--- src/rtl/vga_timing_gen.sv ---
// vga_timing_gen
//   Raster timing front end for a VGA output path. A free-running h/v counter
//   pair defines the raster. The registered counts go to an external draw
//   stage, which returns a pixel PIPE_DLY clocks later. Sync and active-area
//   flags decoded from the counts are delayed so that they line up with that
//   returning pixel. The pixel is blanked outside the active area and
//   registered together with the syncs.
//
// Ports
//   clk_25      in   pixel clock
//   rst_n       in   asynchronous active-low reset
//   h_count     out  [9:0] horizontal raster position (registered)
//   v_count     out  [9:0] vertical raster position (registered)
//   frame_tick  out  one-clock pulse at raster position (0,0)
//   rgb_in      in   [7:0] pixel from the draw stage, PIPE_DLY clocks after its counts
//   rgb_out     out  [7:0] blanked pixel (registered)
//   hsync       out  active-low horizontal sync, aligned to rgb_out
//   vsync       out  active-low vertical sync, aligned to rgb_out
//   video_on    out  active-area flag, aligned to rgb_out
`timescale 1ns/1ps

module vga_timing_gen #(
  parameter int H_TOTAL     = 800,
  parameter int H_SYNC      = 96,
  parameter int H_ACT_START = 144,
  parameter int H_ACT_END   = 784,
  parameter int V_TOTAL     = 521,
  parameter int V_SYNC      = 2,
  parameter int V_ACT_START = 31,
  parameter int V_ACT_END   = 511,
  parameter int PIPE_DLY    = 1
) (
  input  logic       clk_25,
  input  logic       rst_n,
  output logic [9:0] h_count,
  output logic [9:0] v_count,
  output logic       frame_tick,
  input  logic [7:0] rgb_in,
  output logic [7:0] rgb_out,
  output logic       hsync,
  output logic       vsync,
  output logic       video_on
);

  // Compare in 11 bits so that an END/TOTAL bound of exactly 1024 still works.
  localparam logic [9:0]  H_LAST    = 10'(H_TOTAL - 1);
  localparam logic [9:0]  V_LAST    = 10'(V_TOTAL - 1);
  localparam logic [10:0] H_SYNC_B  = 11'(H_SYNC);
  localparam logic [10:0] H_ACT_S_B = 11'(H_ACT_START);
  localparam logic [10:0] H_ACT_E_B = 11'(H_ACT_END);
  localparam logic [10:0] V_SYNC_B  = 11'(V_SYNC);
  localparam logic [10:0] V_ACT_S_B = 11'(V_ACT_START);
  localparam logic [10:0] V_ACT_E_B = 11'(V_ACT_END);

  // Reject geometries that the decode below cannot represent.
  if (!(H_SYNC < H_ACT_START && H_ACT_START < H_ACT_END &&
        H_ACT_END <= H_TOTAL && H_TOTAL <= 1024 &&
        V_SYNC < V_ACT_START && V_ACT_START < V_ACT_END &&
        V_ACT_END <= V_TOTAL && V_TOTAL <= 1024 &&
        PIPE_DLY >= 1 && PIPE_DLY <= 4)) begin : g_bad_params
    $error("vga_timing_gen: illegal timing parameters");
  end

  // Half-open window test [lo, hi) on an unsigned count.
  function automatic logic in_window(input logic [9:0]  cnt,
                                     input logic [10:0] lo,
                                     input logic [10:0] hi);
    return ({1'b0, cnt} >= lo) && ({1'b0, cnt} < hi);
  endfunction

  logic [9:0] h_count_q, h_count_d;
  logic [9:0] v_count_q, v_count_d;
  logic       h_wrap;

  // Stage 0: raster counters
  always_comb begin
    h_wrap    = (h_count_q == H_LAST);
    h_count_d = h_wrap ? 10'd0 : h_count_q + 10'd1;
    v_count_d = v_count_q;
    if (h_wrap) begin
      v_count_d = (v_count_q == V_LAST) ? 10'd0 : v_count_q + 10'd1;
    end
  end

  always_ff @(posedge clk_25 or negedge rst_n) begin
    if (!rst_n) begin
      h_count_q <= 10'd0;
      v_count_q <= 10'd0;
    end else begin
      h_count_q <= h_count_d;
      v_count_q <= v_count_d;
    end
  end

  // Decoded straight from the registered counts, so it cannot glitch.
  // It also reads 1 while reset holds the counts at (0,0).
  assign frame_tick = (h_count_q == 10'd0) && (v_count_q == 10'd0);

  logic hs_raw, vs_raw, act_raw;

  always_comb begin
    hs_raw  = ({1'b0, h_count_q} >= H_SYNC_B);
    vs_raw  = ({1'b0, v_count_q} >= V_SYNC_B);
    act_raw = in_window(h_count_q, H_ACT_S_B, H_ACT_E_B) &&
              in_window(v_count_q, V_ACT_S_B, V_ACT_E_B);
  end

  // Stage 1..PIPE_DLY+1: delay lines. Bit k holds the raw decode from k+1
  // clocks ago. Bit PIPE_DLY-1 lines up with rgb_in and gates the pixel
  // register. Bit PIPE_DLY lines up with rgb_out.
  logic [PIPE_DLY:0] hs_dly_q, hs_dly_d;
  logic [PIPE_DLY:0] vs_dly_q, vs_dly_d;
  logic [PIPE_DLY:0] act_dly_q, act_dly_d;
  logic [7:0]        rgb_q, rgb_d;

  always_comb begin
    hs_dly_d  = {hs_dly_q[PIPE_DLY-1:0], hs_raw};
    vs_dly_d  = {vs_dly_q[PIPE_DLY-1:0], vs_raw};
    act_dly_d = {act_dly_q[PIPE_DLY-1:0], act_raw};
    rgb_d     = act_dly_q[PIPE_DLY-1] ? rgb_in : 8'h00;
  end

  always_ff @(posedge clk_25 or negedge rst_n) begin
    if (!rst_n) begin
      hs_dly_q  <= '1;
      vs_dly_q  <= '1;
      act_dly_q <= '0;
      rgb_q     <= 8'h00;
    end else begin
      hs_dly_q  <= hs_dly_d;
      vs_dly_q  <= vs_dly_d;
      act_dly_q <= act_dly_d;
      rgb_q     <= rgb_d;
    end
  end

  assign h_count  = h_count_q;
  assign v_count  = v_count_q;
  assign rgb_out  = rgb_q;
  assign hsync    = hs_dly_q[PIPE_DLY];
  assign vsync    = vs_dly_q[PIPE_DLY];
  assign video_on = act_dly_q[PIPE_DLY];

endmodule

--- config.mk ---
export PLATFORM = sky130hd
export DESIGN_NAME = vga_timing_gen
export DESIGN_NICKNAME = d
export VERILOG_FILES = /design/src/rtl/vga_timing_gen.sv
export SDC_FILE = /design/constraint.sdc
export NUM_CORES = 1
export LEC_CHECK = 0
export BUFFER_PORTS_ARGS = -buffer_cell sky130_fd_sc_hd__buf_2
export CORE_UTILIZATION = 55
export DETAILED_ROUTE_END_ITERATION = 16
export PLACE_DENSITY = 0.93
export SETUP_SLACK_MARGIN = 0.15
export SLEW_MARGIN = 0
export SYNTH_ARGS = -nofsm -noshare
export SYNTH_HDL_FRONTEND = slang
export SYNTH_SLANG_ARGS = --single-unit
--- constraint.sdc ---
create_clock -name clk_25 -period 4.9 [get_ports clk_25]
set_input_delay 0.735 -clock clk_25 [delete_from_list [all_inputs] [get_ports clk_25]]
set_output_delay 0.735 -clock clk_25 [all_outputs]
set_load 0.01 [all_outputs]
==> results.json <==
{
  "status": "complete, no violations",
  "ios": 42,
  "rr_endpoint": "v_count[8]$_DFFE_PN0N_",
  "htree_levels": 2,
  "min_period_ns": 2.66,
  "netlist_area_um2": 1550,
  "dp.cells": 213,
  "drt_first_pass_iters": 4,
  "power_density_nw_per_um2": 246,
  "maxCapViolCount": 0,
  "vdd_drop_max_v": 0.000240,
  "syn_inst": 149,
  "grt_max_degree": 35,
  "start_util": 0.602,
  "crit_start": "v_count[5]$_DFFE_PN0N_",
  "r2r.worst_path.cells": 5,
  "gp_congestion": 0.841,
  "slew_headroom": 0.459,
  "worstMarginPinSlew_ns": 0.807,
  "synth_edf_count": 0,
  "cts_resized": 0,
  "nNetsFinal": 205,
  "hold_path_class": "reg2reg",
  "core_area_um2": 2570,
  "clock-sinks": 34,
  "required_ns": 4.16,
  "avgSynthCellArea_um2": 10.4,
  "worst-r2r-setup-slack_ns": 2.80,
  "yosys.cell_types.count": 36,
  "clockPowerShare": 0.354,
  "clkLatencyLatePin_ns": 0.34,
  "p_seq_frac": 0.627,
  "yosys.area_share.adder": 0.0405,
  "drt-initial-drc-count": 25,
  "n_antenna_cell": 0,
  "period_share": 0.543,
  "synth-compound-area-share": 0.0648,
  "synth_seq_area_share": 0.554,
  "drt-total-wl_um": 3020,
  "synth_nets": 164,
  "start_kind": "register",
  "route.detailed.drc": 0,
  "worstReg2RegStart": "h_count[0]$_DFF_PN0_",
  "totalPowerFinal_mw": 0.447,
  "synth-simple-area-share": 0.241,
  "track_usage": 0.234,
  "grt_pass1_vias": 1104,
  "ys.flop_type": "dfrtp_1",
  "criticalPathCategory": "reg2out",
  "io_buffers": 41,
  "dieArea_um2": 3030,
  "cts_buffers": 5,
  "yosys_warnings": 0,
  "final_util": 0.709,
  "path_clk_slew_ns": 0.10,
  "wl_per_cell_um": 13.6,
  "die_x_um": 55.0,
  "dp_hpwl_um": 2170,
  "post_cts_buffers": 0,
  "switchingPower_mw": 0.0946,
  "swShare": 0.212,
  "fin_cells": 221,
  "rsz0062_at_grt": "no",
  "grt_pass1_wl_um": 4810,
  "crit_fanout": 7,
  "p_int_mw": 0.352,
  "critPathCaptureType": "output port",
  "clockRootBuffer": "clkbuf_4",
  "synth_xor_area_frac": 0.0510,
  "cts_tree": "yes",
  "nFillCells": 190,
  "ant_nets": 0,
  "layout-drive-gt1-share": 0.298,
  "synth.area.mux_share": 0.0130,
  "finClkSkew_ns": 0.0117,
  "clock.fmax_ghz": 0.376,
  "synth_top_family_by_area": "simple AND/OR/NAND/NOR gates",
  "worstPathArrival_ns": 1.93,
  "grt-ovfl-total": 0,
  "tns_ns": 0,
  "final_cell_mix": "buf_2, dfrtp_1, nand3_1, nor2_1, nand2_1",
  "final_max_slew_viol_count": 0,
  "ys_ff_latch": 34,
  "final_common_cell": "buf_2",
  "vias": 1237,
  "dieHeight_um": 55.0,
  "setup_viol": 0,
  "via_per_inst": 5.60,
  "placementRows": 18,
  "crit_path_end": "frame_tick",
  "finalHoldViolCount": 0,
  "holdBufCountCts": 0,
  "synth_async_sr_flop_share": 1.00,
  "p_leak_nw": 0.923,
  "area_growth_pct": 17.7,
  "p_comb_frac": 0.018,
  "antenna_found_initial": 0,
  "cts_max_path_buffers": 2
}
## cell type report
| class | instances | area, µm² | area share |
|---|---|---|---|
| Tap cell | 30 | 37.5 | 0.0206 |
| Inverter | 7 | 26.3 | 0.0144 |
| Sequential cell | 34 | 856 | 0.470 |
| Clock inverter | 1 | 5.00 | 0.00275 |
| Timing Repair Buffer | 41 | 205 | 0.113 |
| Multi-Input combinational cell | 101 | 634 | 0.349 |
| Clock buffer | 7 | 55.1 | 0.0303 |
## cells in the mapped netlist (2+ instances only)
master | n | area [µm²]
inv_1 | 7 | 26.3
nor2b_1 | 2 | 12.5
dfstp_2 | 4 | 105
mux2i_1 | 2 | 20.0
or3_1 | 3 | 18.8
nand2_1 | 10 | 37.5
o21ai_1 | 3 | 15.0
nand3_1 | 13 | 65.1
and2_1 | 8 | 50.1
buf_2 | 2 | 10.0
xor2_1 | 2 | 17.5
xnor2_1 | 7 | 61.3
nand4_1 | 6 | 37.5
nor2_1 | 11 | 41.3
o21ai_0 | 3 | 15.0
nor3_1 | 9 | 45.0
ha_1 | 5 | 62.6
dfrtp_1 | 30 | 751
clkbuf_1 | 5 | 18.8
## worst max-delay path, cell delays in order, from the launching register on
cell and delay (ns):
dfrtp_1 0.45, or4_4 0.56, nor3_1 0.15, nand2_1 0.10, nor3_1 0.16, buf_2 0.16
## kinds of logic (layout without fill, tap and decap cells)
group / Yosys count / after routing
DFF: 34 / 34
and+or+nand+nor: 70 / 70
buffers and inverters: 14 / 56
adders and majority gates: 5 / 5
AOI/OAI and AO/OA: 15 / 15
muxes: 2 / 2
xor gates and xnor gates: 9 / 9
## stage by stage
stage	instance area, µm²	worst slack, ns	hold WS [ns]
finish	1820	2.24	0.354
CTS	1820	2.22	0.356
global placement	1760	2.63	0.347
floorplan	1550	2.67	0.345
global route	1820	2.11	0.373
detailed placement	1760	2.61	0.350
## layer usage
| metal | up-vias | wire length (µm) | track usage |
|---|---|---|---|
| li1 | 601 | - | - |
| met1 | 582 | 1340 | 0.275 |
| met2 | 45 | 1330 | 0.365 |
| met3 | 9 | 248 | 0.0956 |
| met4 | 0 | 93 | 0.121 |
| met5 | - | 0 | 0 |
## registers in the layout (all words and copies together), names as in the netlist
signal and count:
act_dly_q 2, vs_dly_q 2, rgb_out 8, v_count 10
hs_dly_q 2, h_count 10
## worst min-delay path by stage
| stage | startpoint | endpoint | slack (ns) | depth (start not counted) |
|---|---|---|---|---|
| detailed placement | hs_dly_q[0]$_DFF_PN1_ | hs_dly_q[1]$_DFF_PN1_ | 0.35 | 0 |
| global route | hs_dly_q[0]$_DFF_PN1_ | hs_dly_q[1]$_DFF_PN1_ | 0.37 | 0 |
| CTS | hs_dly_q[0]$_DFF_PN1_ | hs_dly_q[1]$_DFF_PN1_ | 0.36 | 0 |
| finish | hs_dly_q[0]$_DFF_PN1_ | hs_dly_q[1]$_DFF_PN1_ | 0.35 | 0 |
| floorplan | hs_dly_q[0]$_DFF_PN1_ | hs_dly_q[1]$_DFF_PN1_ | 0.35 | 0 |
| global placement | hs_dly_q[0]$_DFF_PN1_ | hs_dly_q[1]$_DFF_PN1_ | 0.35 | 0 |
## power by group through the flow
stage / Clock (mW) / Sequential [mW] / Combinational [mW]
after global routing: 0.174 / 0.281 / 0.00976
after CTS: 0.162 / 0.281 / 0.00864
after global placement: 0 / 0.286 / 0.00830
after detailed placement: 0 / 0.286 / 0.00858
final: 0.158 / 0.281 / 0.00806
after floorplan: 0 / 0.286 / 0.00000639
(Power assumes the default switching activity.)
